<file path="src/rtl/wb_fifo_port.sv">
// wb_fifo_port: Wishbone classic slave bridging to TX/RX FIFO streams; define WB_FIFO_PORT_ERR_EN for err_o instead of stalls
module wb_fifo_port #(
    parameter int DATA_WIDTH = 8,
    parameter int TX_DEPTH   = 16,
    parameter int RX_DEPTH   = 16
) (
    input  logic                  clk,
    input  logic                  rst,
    input  logic [1:0]            adr_i,
    input  logic [DATA_WIDTH-1:0] dat_i,
    output logic [DATA_WIDTH-1:0] dat_o,
    input  logic                  we_i,
    input  logic                  stb_i,
    input  logic                  cyc_i,
    output logic                  ack_o,
`ifdef WB_FIFO_PORT_ERR_EN
    output logic                  err_o,
`endif
    output logic [DATA_WIDTH-1:0] write_data,
    output logic                  write_valid,
    input  logic                  write_ready,
    input  logic [DATA_WIDTH-1:0] read_data,
    input  logic                  read_valid,
    output logic                  read_ready
);
    localparam int TAW = $clog2(TX_DEPTH);
    localparam int RAW = $clog2(RX_DEPTH);

    if (DATA_WIDTH < 4 || DATA_WIDTH < TAW + 1 || DATA_WIDTH < RAW + 1) begin : g_bad_width
        $error("wb_fifo_port: DATA_WIDTH too small");
    end
    if (TX_DEPTH < 2 || (1 << TAW) != TX_DEPTH || RX_DEPTH < 2 || (1 << RAW) != RX_DEPTH) begin : g_bad_depth
        $error("wb_fifo_port: depths must be powers of two, 2 or more");
    end

    logic [DATA_WIDTH-1:0] tx_mem [TX_DEPTH];
    logic [DATA_WIDTH-1:0] rx_mem [RX_DEPTH];
    logic [TAW-1:0] tx_wr, tx_rd;
    logic [RAW-1:0] rx_wr, rx_rd;
    logic [TAW:0] tx_cnt;
    logic [RAW:0] rx_cnt;
    logic [DATA_WIDTH-1:0] rdata, rd_mux;
    logic ack_q, err_q, ovf;
    logic tx_full, rx_full, rx_empty, req, data_wr, data_rd, blocked, accept;
    logic tx_push, tx_pop, rx_push, rx_pop, flush, clr;

    // Stream handshakes and bus decode; a full TX still accepts a write when the head leaves that cycle
    always_comb begin
        tx_full  = tx_cnt == (TAW+1)'(TX_DEPTH);
        rx_full  = rx_cnt == (RAW+1)'(RX_DEPTH);
        rx_empty = rx_cnt == '0;
        tx_pop   = write_valid & write_ready;
        rx_push  = read_valid & read_ready;
        req      = cyc_i & stb_i & ~ack_q & ~err_q;
        data_wr  = req & we_i & (adr_i == 2'd0);
        data_rd  = req & ~we_i & (adr_i == 2'd0);
        blocked  = (data_wr & tx_full & ~tx_pop) | (data_rd & rx_empty);
        accept   = req & ~blocked;
        tx_push  = accept & data_wr;
        rx_pop   = accept & data_rd;
        flush    = accept & we_i & (adr_i == 2'd1) & dat_i[1];
        clr      = accept & we_i & (adr_i == 2'd1) & dat_i[0];
        rd_mux   = adr_i == 2'd0 ? rx_mem[rx_rd] :
                   adr_i == 2'd1 ? DATA_WIDTH'({ovf, tx_cnt == '0, ~tx_full, ~rx_empty}) :
                   adr_i == 2'd2 ? DATA_WIDTH'(rx_cnt) :
                                   DATA_WIDTH'((TAW+1)'(TX_DEPTH) - tx_cnt);
    end

    assign ack_o       = ack_q;
    assign dat_o       = rdata;
    assign write_valid = tx_cnt != '0;
    assign write_data  = tx_mem[tx_rd];
    assign read_ready  = ~rx_full;

    // FIFO storage; contents need no reset since counts gate visibility
    always_ff @(posedge clk) begin
        if (tx_push) tx_mem[tx_wr] <= dat_i;
        if (rx_push) rx_mem[rx_wr] <= read_data;
    end

    // Pointers, counts, sticky overflow, ack and read-data register; flush beats stream traffic
    always_ff @(posedge clk) begin
        if (rst) begin
            tx_wr  <= '0;
            tx_rd  <= '0;
            tx_cnt <= '0;
            rx_wr  <= '0;
            rx_rd  <= '0;
            rx_cnt <= '0;
            ovf    <= 1'b0;
            ack_q  <= 1'b0;
            rdata  <= '0;
        end else begin
            ack_q <= accept;
            rdata <= accept & ~we_i ? rd_mux : rdata;
            ovf   <= (ovf & ~clr) | (read_valid & rx_full);
            if (flush) begin
                tx_wr  <= '0;
                tx_rd  <= '0;
                tx_cnt <= '0;
                rx_wr  <= '0;
                rx_rd  <= '0;
                rx_cnt <= '0;
            end else begin
                tx_wr  <= tx_push ? tx_wr + TAW'(1) : tx_wr;
                tx_rd  <= tx_pop ? tx_rd + TAW'(1) : tx_rd;
                tx_cnt <= tx_cnt + (TAW+1)'(tx_push) - (TAW+1)'(tx_pop);
                rx_wr  <= rx_push ? rx_wr + RAW'(1) : rx_wr;
                rx_rd  <= rx_pop ? rx_rd + RAW'(1) : rx_rd;
                rx_cnt <= rx_cnt + (RAW+1)'(rx_push) - (RAW+1)'(rx_pop);
            end
        end
    end

`ifdef WB_FIFO_PORT_ERR_EN
    assign err_o = err_q;
    // Error pulse replaces the stall for a blocked data access
    always_ff @(posedge clk) begin
        if (rst) err_q <= 1'b0;
        else     err_q <= req & blocked;
    end
`else
    assign err_q = 1'b0;
`endif
endmodule

</file>
<file path="config.mk">
export PLATFORM = sky130hd
export DESIGN_NAME = wb_fifo_port
export DESIGN_NICKNAME = d
export VERILOG_FILES = /design/src/rtl/wb_fifo_port.sv
export SDC_FILE = /design/constraint.sdc
export NUM_CORES = 1
export LEC_CHECK = 0
export CAP_MARGIN = 5
export CORE_AREA = 2 2 160 162
export DETAILED_ROUTE_END_ITERATION = 12
export DIE_AREA = 0 0 162 164
export PLACE_DENSITY = 0.64
export REMOVE_ABC_BUFFERS = 1
export SETUP_SLACK_MARGIN = 0.2
export SYNTH_ARGS = -nofsm -noshare
export SYNTH_HDL_FRONTEND = slang
export SYNTH_SLANG_ARGS = --single-unit
</file>
<file path="constraint.sdc">
create_clock -name clk -period 3.5 [get_ports clk]
set_input_delay 0.875 -clock clk [delete_from_list [all_inputs] [get_ports clk]]
set_output_delay 0.875 -clock clk [all_outputs]
set_load 0.005 [all_outputs]
</file>
# Yosys cells after proc, flatten, opt, wreduce, memory -nomap -nowiden
# Memories as Yosys holds them, arrays and structs flattened. A register that Yosys moved wholly into a read port is not among the register bits.
# Cells that the tools add are included.
[classes]
add_sub_neg = 9
n_eq_ne = 4
n_mux = 11
bitwise_logic = 31
n_reduce_logical = 5
[op_table]
columns = ["op", "n"]
rows = [
  ["8-bit 2-to-1 mux", 3],
  ["1-bit bitwise AND", 21],
  ["4-bit by 1-bit adder with 4-bit output, second input constant", 4],
  ["4-bit 2-to-1 mux", 4],
  ["5-bit by 1-bit adder with 5-bit output", 2],
  ["5-bit == test, second input constant", 2],
  ["5-bit logical NOT", 2],
  ["5-bit by 1-bit subtractor with 5-bit output", 2],
  ["1-bit NOT", 8],
  ["5-bit by 5-bit subtractor with 6-bit output, first input constant", 1],
  ["5-bit nonzero test", 1],
  ["1-bit 2-to-1 mux", 4],
  ["2-bit by 1-bit == test with 1-bit output, second input constant", 1],
  ["2-bit == test, second input constant", 1],
  ["2-bit logical NOT", 1],
  ["1-bit bitwise OR", 2],
  ["2-bit OR reduction", 1],
]
[word_totals]
ff_bits = 36
mem_bits_rw = 256
in_bits = 25
out_inout_bits = 19
word_cells = 71
memories = 2
[memory_table]
columns = ["name", "words", "width", "read_ports", "rd_clocked_by_memory_dff", "wr", "line", "text"]
rows = [
  ["rx_mem", 16, 8, 1, 1, 1, "37", "logic [DATA_WIDTH-1:0] rx_mem [RX_DEPTH];"],
  ["tx_mem", 16, 8, 1, 1, 1, "36", "logic [DATA_WIDTH-1:0] tx_mem [TX_DEPTH];"],
]

# Depth between registers and ports, before layout
# Gate-level depths: netlist of run 1.
[depth]
word_depth = 15
mapped_depth = 17
depth_no_buf = 17

# Worst setup path before layout of run 1
# OpenSTA, ideal clock, no wires.
[synth_path]
path_kind = "reg-to-reg"
from = "reg tx_cnt[1]"
to = "reg tx_cnt[4]"
setup_time_ps = 123
t_arrival_ps = 3023
required_time_ps = 3377
path_slack_ps = 354
stages_incl_launch_ff = 18
n_path_buf = 0
synth_period_minus_slack_ps = 3146
cell_sequence = "dfxtp_1 -> inv_1 -> ha_1 -> and2_1 -> ha_1 -> nand2b_1 -> a211oi_4 -> inv_1 -> ha_1 -> inv_1 -> ha_1 -> inv_1 -> fa_1 -> nor2_1 -> nor2_1 -> o21bai_1 -> xnor2_1 -> nor2_1"
[synth_via]
elab_chain_cells = 11
word_cells_on_any_way = 16
classes_between = "add/sub (2); eq/ne (1); bitwise (11); reduce/logical (2)"
[synth_lines]
columns = ["item", "line", "text"]
rows = [
  ["from (decl)", "40", "logic [TAW:0] tx_cnt;"],
  ["from (signal assigned)", "107", "tx_cnt <= tx_cnt + (TAW+1)'(tx_push) - (TAW+1)'(tx_pop);"],
  ["parallel branches: the longest is 11 deep, another holds 5-bit by 1-bit adder with 5-bit output", "n/a", ""],
]
# Several ways; the timed one is not identified.
# A chain may end at the register's enable or synchronous reset.

==> impl_metrics.tcl, run 1 <==
set metrics [dict create \
    yosysTopAreaCell "edfxtp_1" \
    drive_above_1_share_pct 21.3 \
    rrSetupSlack_ns 0.38 \
    grt_max_degree 46 \
    die_area_sq_um 26600 \
    path_clk_slew_ns 0.06 \
    initial_core_util_pct 49.1 \
    arrival_ns 2.40 \
    cp_slowest_stage_delay_ns 0.51 \
    hold_class "register to register" \
    postLayoutCellArea_sq_um 14300 \
    worstPathCellList "buf_12 -> buf_12 -> buf_16 -> mux4_2 -> mux4_2 -> buf_2" \
    die_h_microns 164 \
    clkLatencyLatePin_ns 0.55 \
    cts_buffers 30 \
    syn_inst 707 \
    worstHoldStart "dat_o[1]" \
    holdWs_ns 0.465 \
    port_buffers 43 \
    wire_per_inst_microns 21.8 \
    grt_pass1_vias 6760 \
    maxCapViolCount 0 \
    p_int_mw 6.63 \
    num_antenna_cells 0 \
    synth_area_leaders "edfxtp_1, mux4_2, dfxtp_1, ha_1, mux2i_1" \
    synth_top_cell_area_share_pct 63.1 \
    p_total_mw 8.79 \
    crit_path_end_kind "output port" \
    ir_worst_vdd_v 0.000474 \
    place_congestion 0.860 \
    ios 44 \
    synthMuxAreaShare_pct 13.5 \
    p_clk_share_pct 34.2 \
    slew_headroom_pct 51.9 \
    slowest_stage "mux4_2" \
    core_area_sq_um 24800 \
    ys_seq_area_share_pct 70.4 \
    clkSinkCount 300 \
    synth-xor-area-share_pct 1.44 \
    synth_simple_gate_area_share_pct 5.95 \
    layout_min_cycle_time_ns 3.27 \
    pwr_density_cell_nw_per_um2 615 \
    synth_adder_area_share_pct 3.10 \
    drt-total-wl_microns 25200 \
    start_kind "register" \
    syn2layout_area_growth_pct 17.3 \
    ys_warn_count 0 \
    rows 58 \
    async_reset_ff_share_pct 0 \
    synth_compound_area_share_pct 3.11 \
    cts_root_buffer "clkbuf_16" \
    clock_path_buffers 3 \
    drc 0 \
    cts_tree "built" \
    placed_area_sq_um 13200 \
    avgViaCountPerCell 5.58 \
    grt_pass1_wl_microns 38800 \
    final-setup-viol-count 0 \
    worstPathRequired_ns 2.62 \
    first_pass_iters 5 \
    power.leakage_nw 4.66 \
    synth_flop_cell "edfxtp_1" \
    detailed_place_hpwl_microns 16400 \
    finalHoldViolations 0 \
    r2r_cells 17 \
    grt.total_usage_pct 19.3 \
    max_freq_mhz 306 \
    synth_top_family_by_area "multiplexers" \
    critical_path_class "register to output port" \
    finalCritPeriodShare_pct 93.4 \
    switchingPower_mw 2.15 \
    synth_edf_count 256 \
    r2r_end "tx_cnt[4]" \
    worst_pin_slew_ns 0.713 \
    fin_skew_ns 0.0194 \
    num_vias 6440 \
    h-tree-depth 1 \
    avgSynthCellArea_sq_um 17.2 \
    ys_ff_latch 300 \
    antenna_found_initial 0 \
    die_w_microns 162 \
    multi_input_area_sq_um 3310 \
    timing.rr.start "tx_cnt[0]" \
    rsz0062_at_grt "true" \
    worst_hold_path.endpoint "dat_o[1]" \
    drv_slew 0 \
    drtIter0Drc 386 \
    p_comb_share_pct 19.0 \
    synth_cell_types 54 \
    swShare_pct 24.5 \
    seqCellArea_sq_um 8580 \
    final_util_pct 57.6 \
    nNetsFinal 855 \
    run_status "complete, no violations" \
    grt_overflow 0 \
    cp_max_fo 5 \
    fillCellCount 1913 \
    p_seq_share_pct 46.7 \
    ant_nets 0 \
    syn_area_sq_um 12200 \
    whs_path_depth 2 \
]
[how the worst max path moves through the flow]
| stage | end | depth (start not counted) |
|---|---|---|
| floorplan | write_data[0] | 2 |
| global placement | tx_cnt[4] | 14 |
| detailed placement | tx_cnt[4] | 14 |
| CTS | write_data[6] | 5 |
| global route | write_data[7] | 6 |
| finish | write_data[4] | 6 |
[through the flow]
| stage | worst slack [ns] | TNS [ns] | cells |
|---|---|---|---|
| floorplan | 0.0619 | 0 | 675 |
| global placement | 0.113 | 0 | 1087 |
| global route | 0.153 | 0 | 1155 |
| finish | 0.230 | 0 | 1155 |
| detailed placement | -0.00873 | -0.00873 | 1087 |
| CTS | 0.151 | 0 | 1152 |
[Yosys cell counts, types with 9 or more instances]
library cell and count:
a21oi_1 18, and2_1 9, buf_2 9, dfxtp_1 44
edfxtp_1 256, ha_1 27, inv_1 31, mux2i_1 25
mux4_2 60, nand2_1 29, nand3_1 15, nor2_1 59
xnor2_1 10, xor2_1 10
[layout make-up]
| class | count | share of cell area (%) |
|---|---|---|
| multi-input cells | 344 | 23.2 |
| clock buffers | 41 | 5.76 |
| repair buffers | 94 | 6.55 |
| well taps | 330 | 2.89 |
| flip-flops and latches | 300 | 60.0 |
| clock inverters | 15 | 0.753 |
| inverters | 31 | 0.815 |
[routing by layer]
metal | GRT usage (%) | wire length [microns] | vias up
met5 | 0 | 0 | -
met4 | 6.80 | 855 | 0
met1 | 23.6 | 10100 | 3288
met2 | 35.0 | 13100 | 167
li1 | - | - | 2924
met3 | 2.88 | 1090 | 61
[kinds of logic after synthesis]
logic type                 Yosys count
buffers and inverters               63
muxes                               89
xor gates and xnor gates            20
and+or+nand+nor                    149
DFF                                300
AOI/OAI and AO/OA                   57
adders and majority gates           29
[power groups by stage]
stage	registers (mW)	clock network (mW)	logic [mW]
after CTS	4.10	3.08	1.63
after global routing	4.12	3.22	1.84
after detailed placement	4.17	0	1.48
after global placement	4.16	0	1.44
after floorplan	4.23	0	0.899
final	4.10	3.01	1.67
[worst max-delay path: cells and delay by family, from the launching register on]
family	cells	cell delay [ns]
buffers and inverters	4	0.48
flip-flops	1	0.39
multiplexers	2	1.00
[layout by cell type, fill, tap and decap left out, types with 3 or more instances in the layout]
master	netlist	routed
ha_1	27	27
buf_12	0	6
xnor2_1	10	10
clkinvlp_4	0	3
mux2i_1	25	25
mux2_2	4	4
inv_1	31	31
nand2_1	29	29
a31oi_1	5	5
edfxtp_1	256	256
nor2_1	59	59
dfxtp_1	44	39
nor3_1	5	5
nor4_1	4	4
nor2b_1	7	7
clkinv_2	0	3
mux4_2	60	60
clkbuf_16	0	31
and2_1	9	9
clkdlybuf4s50_1	0	35
nand4_1	4	4
clkinv_1	0	6
o21ai_0	7	7
o22ai_1	4	4
buf_2	9	5
clkbuf_1	5	9
xor2_1	10	10
dfxtp_2	0	4
nand3_1	15	15
a22oi_1	7	7
buf_4	8	40
a21oi_1	18	18
buf_16	0	3
[flip-flops by register name (all words and copies together) (netlist names), 4 cells and up, named ones only]
signal  cells
dat_o       8
rx_cnt      5
rx_mem    128
rx_rd       4
rx_wr       4
tx_cnt      5
tx_mem    128
tx_rd       4
tx_wr       4
[what timing repair did]
action                                  in CTS  in global routing
setup buffers                                6                  3
pin swaps                                    0                  0
resized for setup                           38                  8
endpoints found under the setup margin       8                  6
cloned                                       3                  0
hold buffers                                 0                  0
Note: power is estimated with default switching activity, not from simulation.
==> run 2, diff against run 1 <==
--- a/config.mk
+++ b/config.mk
@@ -11,7 +11,6 @@
 export DIE_AREA = 0 0 162 164
 export PLACE_DENSITY = 0.64
 export REMOVE_ABC_BUFFERS = 1
-export SETUP_SLACK_MARGIN = 0.2
 export SYNTH_ARGS = -nofsm -noshare
 export SYNTH_HDL_FRONTEND = slang
 export SYNTH_SLANG_ARGS = --single-unit
==> constraint.sdc (replaced) <==
create_clock -name clk -period 4 [get_ports clk]
set_input_delay 1 -clock clk [delete_from_list [all_inputs] [get_ports clk]]
set_output_delay 1 -clock clk [all_outputs]
set_load 0.005 [all_outputs]
==> impl_metrics.tcl, run 2 (synthesized netlist as in run 1, its figures left out) <==
set metrics [dict create \
    ant_nets 0 \
    swShare_pct 23.8 \
    layout_min_cycle_time_ns 3.65 \
    core_area_sq_um 24800 \
    place_inst 1084 \
    h-tree-depth 2 \
    slew_headroom_pct 44.1 \
    grt_overflow 0 \
    clock_path_buffers 3 \
    drc 0 \
    seqCellArea_sq_um 8570 \
    cp_max_fo 32 \
    hold_class "register to register" \
    nNetsFinal 844 \
    drt-total-wl_microns 24300 \
    place_ws_ns 0.366 \
    p_seq_share_pct 45.9 \
    multi_input_area_sq_um 3300 \
    grt_pass1_vias 6679 \
    drv_slew 0 \
    postCtsSetupBuffers 0 \
    finalHoldViolations 0 \
    die_h_microns 164 \
    drtIter0Drc 463 \
    grt_max_degree 33 \
    power.leakage_nw 4.60 \
    r2r_cells 17 \
    avgViaCountPerCell 5.50 \
    place_congestion 0.836 \
    rows 58 \
    fin_skew_ns 0.0254 \
    detailed_place_hpwl_microns 16500 \
    run_status "complete, no violations" \
    maxCapViolCount 0 \
    clkSinkCount 300 \
    cts_resized 0 \
    max_freq_mhz 274 \
    die_area_sq_um 26600 \
    wire_per_inst_microns 21.3 \
    p_total_mw 7.80 \
    whs_path_depth 1 \
    rsz0062_at_grt "false" \
    clkLatencyLatePin_ns 0.50 \
    timing.setup.tns_ns 0 \
    ctsHoldBuffers 0 \
    antenna_found_initial 0 \
    first_pass_iters 5 \
    initial_core_util_pct 49.1 \
    ios 44 \
    num_antenna_cells 0 \
    final-setup-viol-count 0 \
    stdcell_count 1143 \
    p_comb_share_pct 16.3 \
    start_kind "register" \
    switchingPower_mw 1.86 \
    critical_path_class "register to output port" \
    postLayoutCellArea_sq_um 14200 \
    pwr_density_cell_nw_per_um2 550 \
    finalCritPeriodShare_pct 91.3 \
    worstPathRequired_ns 3.00 \
    syn2layout_area_growth_pct 16.5 \
    layout_commonest_cell "edfxtp_1" \
    final_cell_mix "edfxtp_1, mux4_2, nor2_1" \
    drive_above_1_share_pct 18.8 \
    cts_root_buffer "clkbuf_16" \
    grt.total_usage_pct 19.1 \
    crit_path_end_kind "output port" \
    port_buffers 43 \
    p_int_mw 5.95 \
    p_clk_share_pct 37.8 \
    fillCellCount 1885 \
    die_w_microns 162 \
    cts_buffers 34 \
    fin_ws_ns 0.347 \
    num_vias 6290 \
    cts_tree "built" \
    ir_worst_vdd_v 0.000384 \
    placed_area_sq_um 13100 \
    worst_pin_slew_ns 0.830 \
    arrival_ns 2.65 \
    path_clk_slew_ns 0.06 \
    grt_pass1_wl_microns 38300 \
]
==> run 2: changes by cell type in the layout (fill, tap and decap cells not counted), sizes merged <==
cell,change
bufinv,+1
inv,+1
clkdlybuf4s50,+8
clkinv,-5
clkinvlp,-2
buf,-22
clkbuf,+7
==> run 2: worst max-delay path, stage by stage (launching register included) <==
cell,delay (ns)
dfxtp_2,0.33
buf_12,0.26
mux4_2,0.58
mux4_2,0.49
clkdlybuf4s50_1,0.48
==> run 2: final timing paths <==
path                                start             to  slack, ns
worst max-delay path             register  write_data[6]       0.35
worst min-delay path                ack_o          ack_o       0.48
worst max register to register  tx_cnt[1]      tx_cnt[4]       0.75
worst min register to register      ack_o          ack_o       0.48
==> run 2: per-layer routing <==
metal / GRT usage (%) / part of all wire (%) / up-vias
li1: - / - / 2896
met1: 24.3 / 40 / 3161
met2: 33.3 / 52 / 186
met3: 3.23 / 4.8 / 47
met4: 6.92 / 3.2 / 0
met5: 0 / 0 / -
==> run 2: cell type report <==
class / instances / area share (%)
Tap cell: 330 / 2.91
Multi-Input combinational cell: 344 / 23.3
Inverter: 31 / 0.821
Clock buffer: 49 / 6.76
Timing Repair Buffer: 79 / 5.03
Clock inverter: 10 / 0.750
Sequential cell: 300 / 60.4
==> run 2: power by group through the flow <==
| stage | Combinational, mW | Sequential [mW] | Clock (mW) |
|---|---|---|---|
| 2_1_floorplan | 0.787 | 3.70 | 0 |
| 3_3_place_gp | 1.24 | 3.64 | 0 |
| 3_5_place_dp | 1.29 | 3.65 | 0 |
| 4_1_cts | 1.30 | 3.58 | 3.00 |
| 5_1_grt | 1.41 | 3.59 | 3.14 |
| 6_report | 1.27 | 3.58 | 2.95 |
==> run 2: stage by stage <==
step	utilization, %	hold WS (ns)
after floorplan	-	0.449
after global placement	52.8	0.445
after detailed placement	52.8	0.472
after CTS	57.1	0.486
after global routing	57.1	0.525
final	57.1	0.484
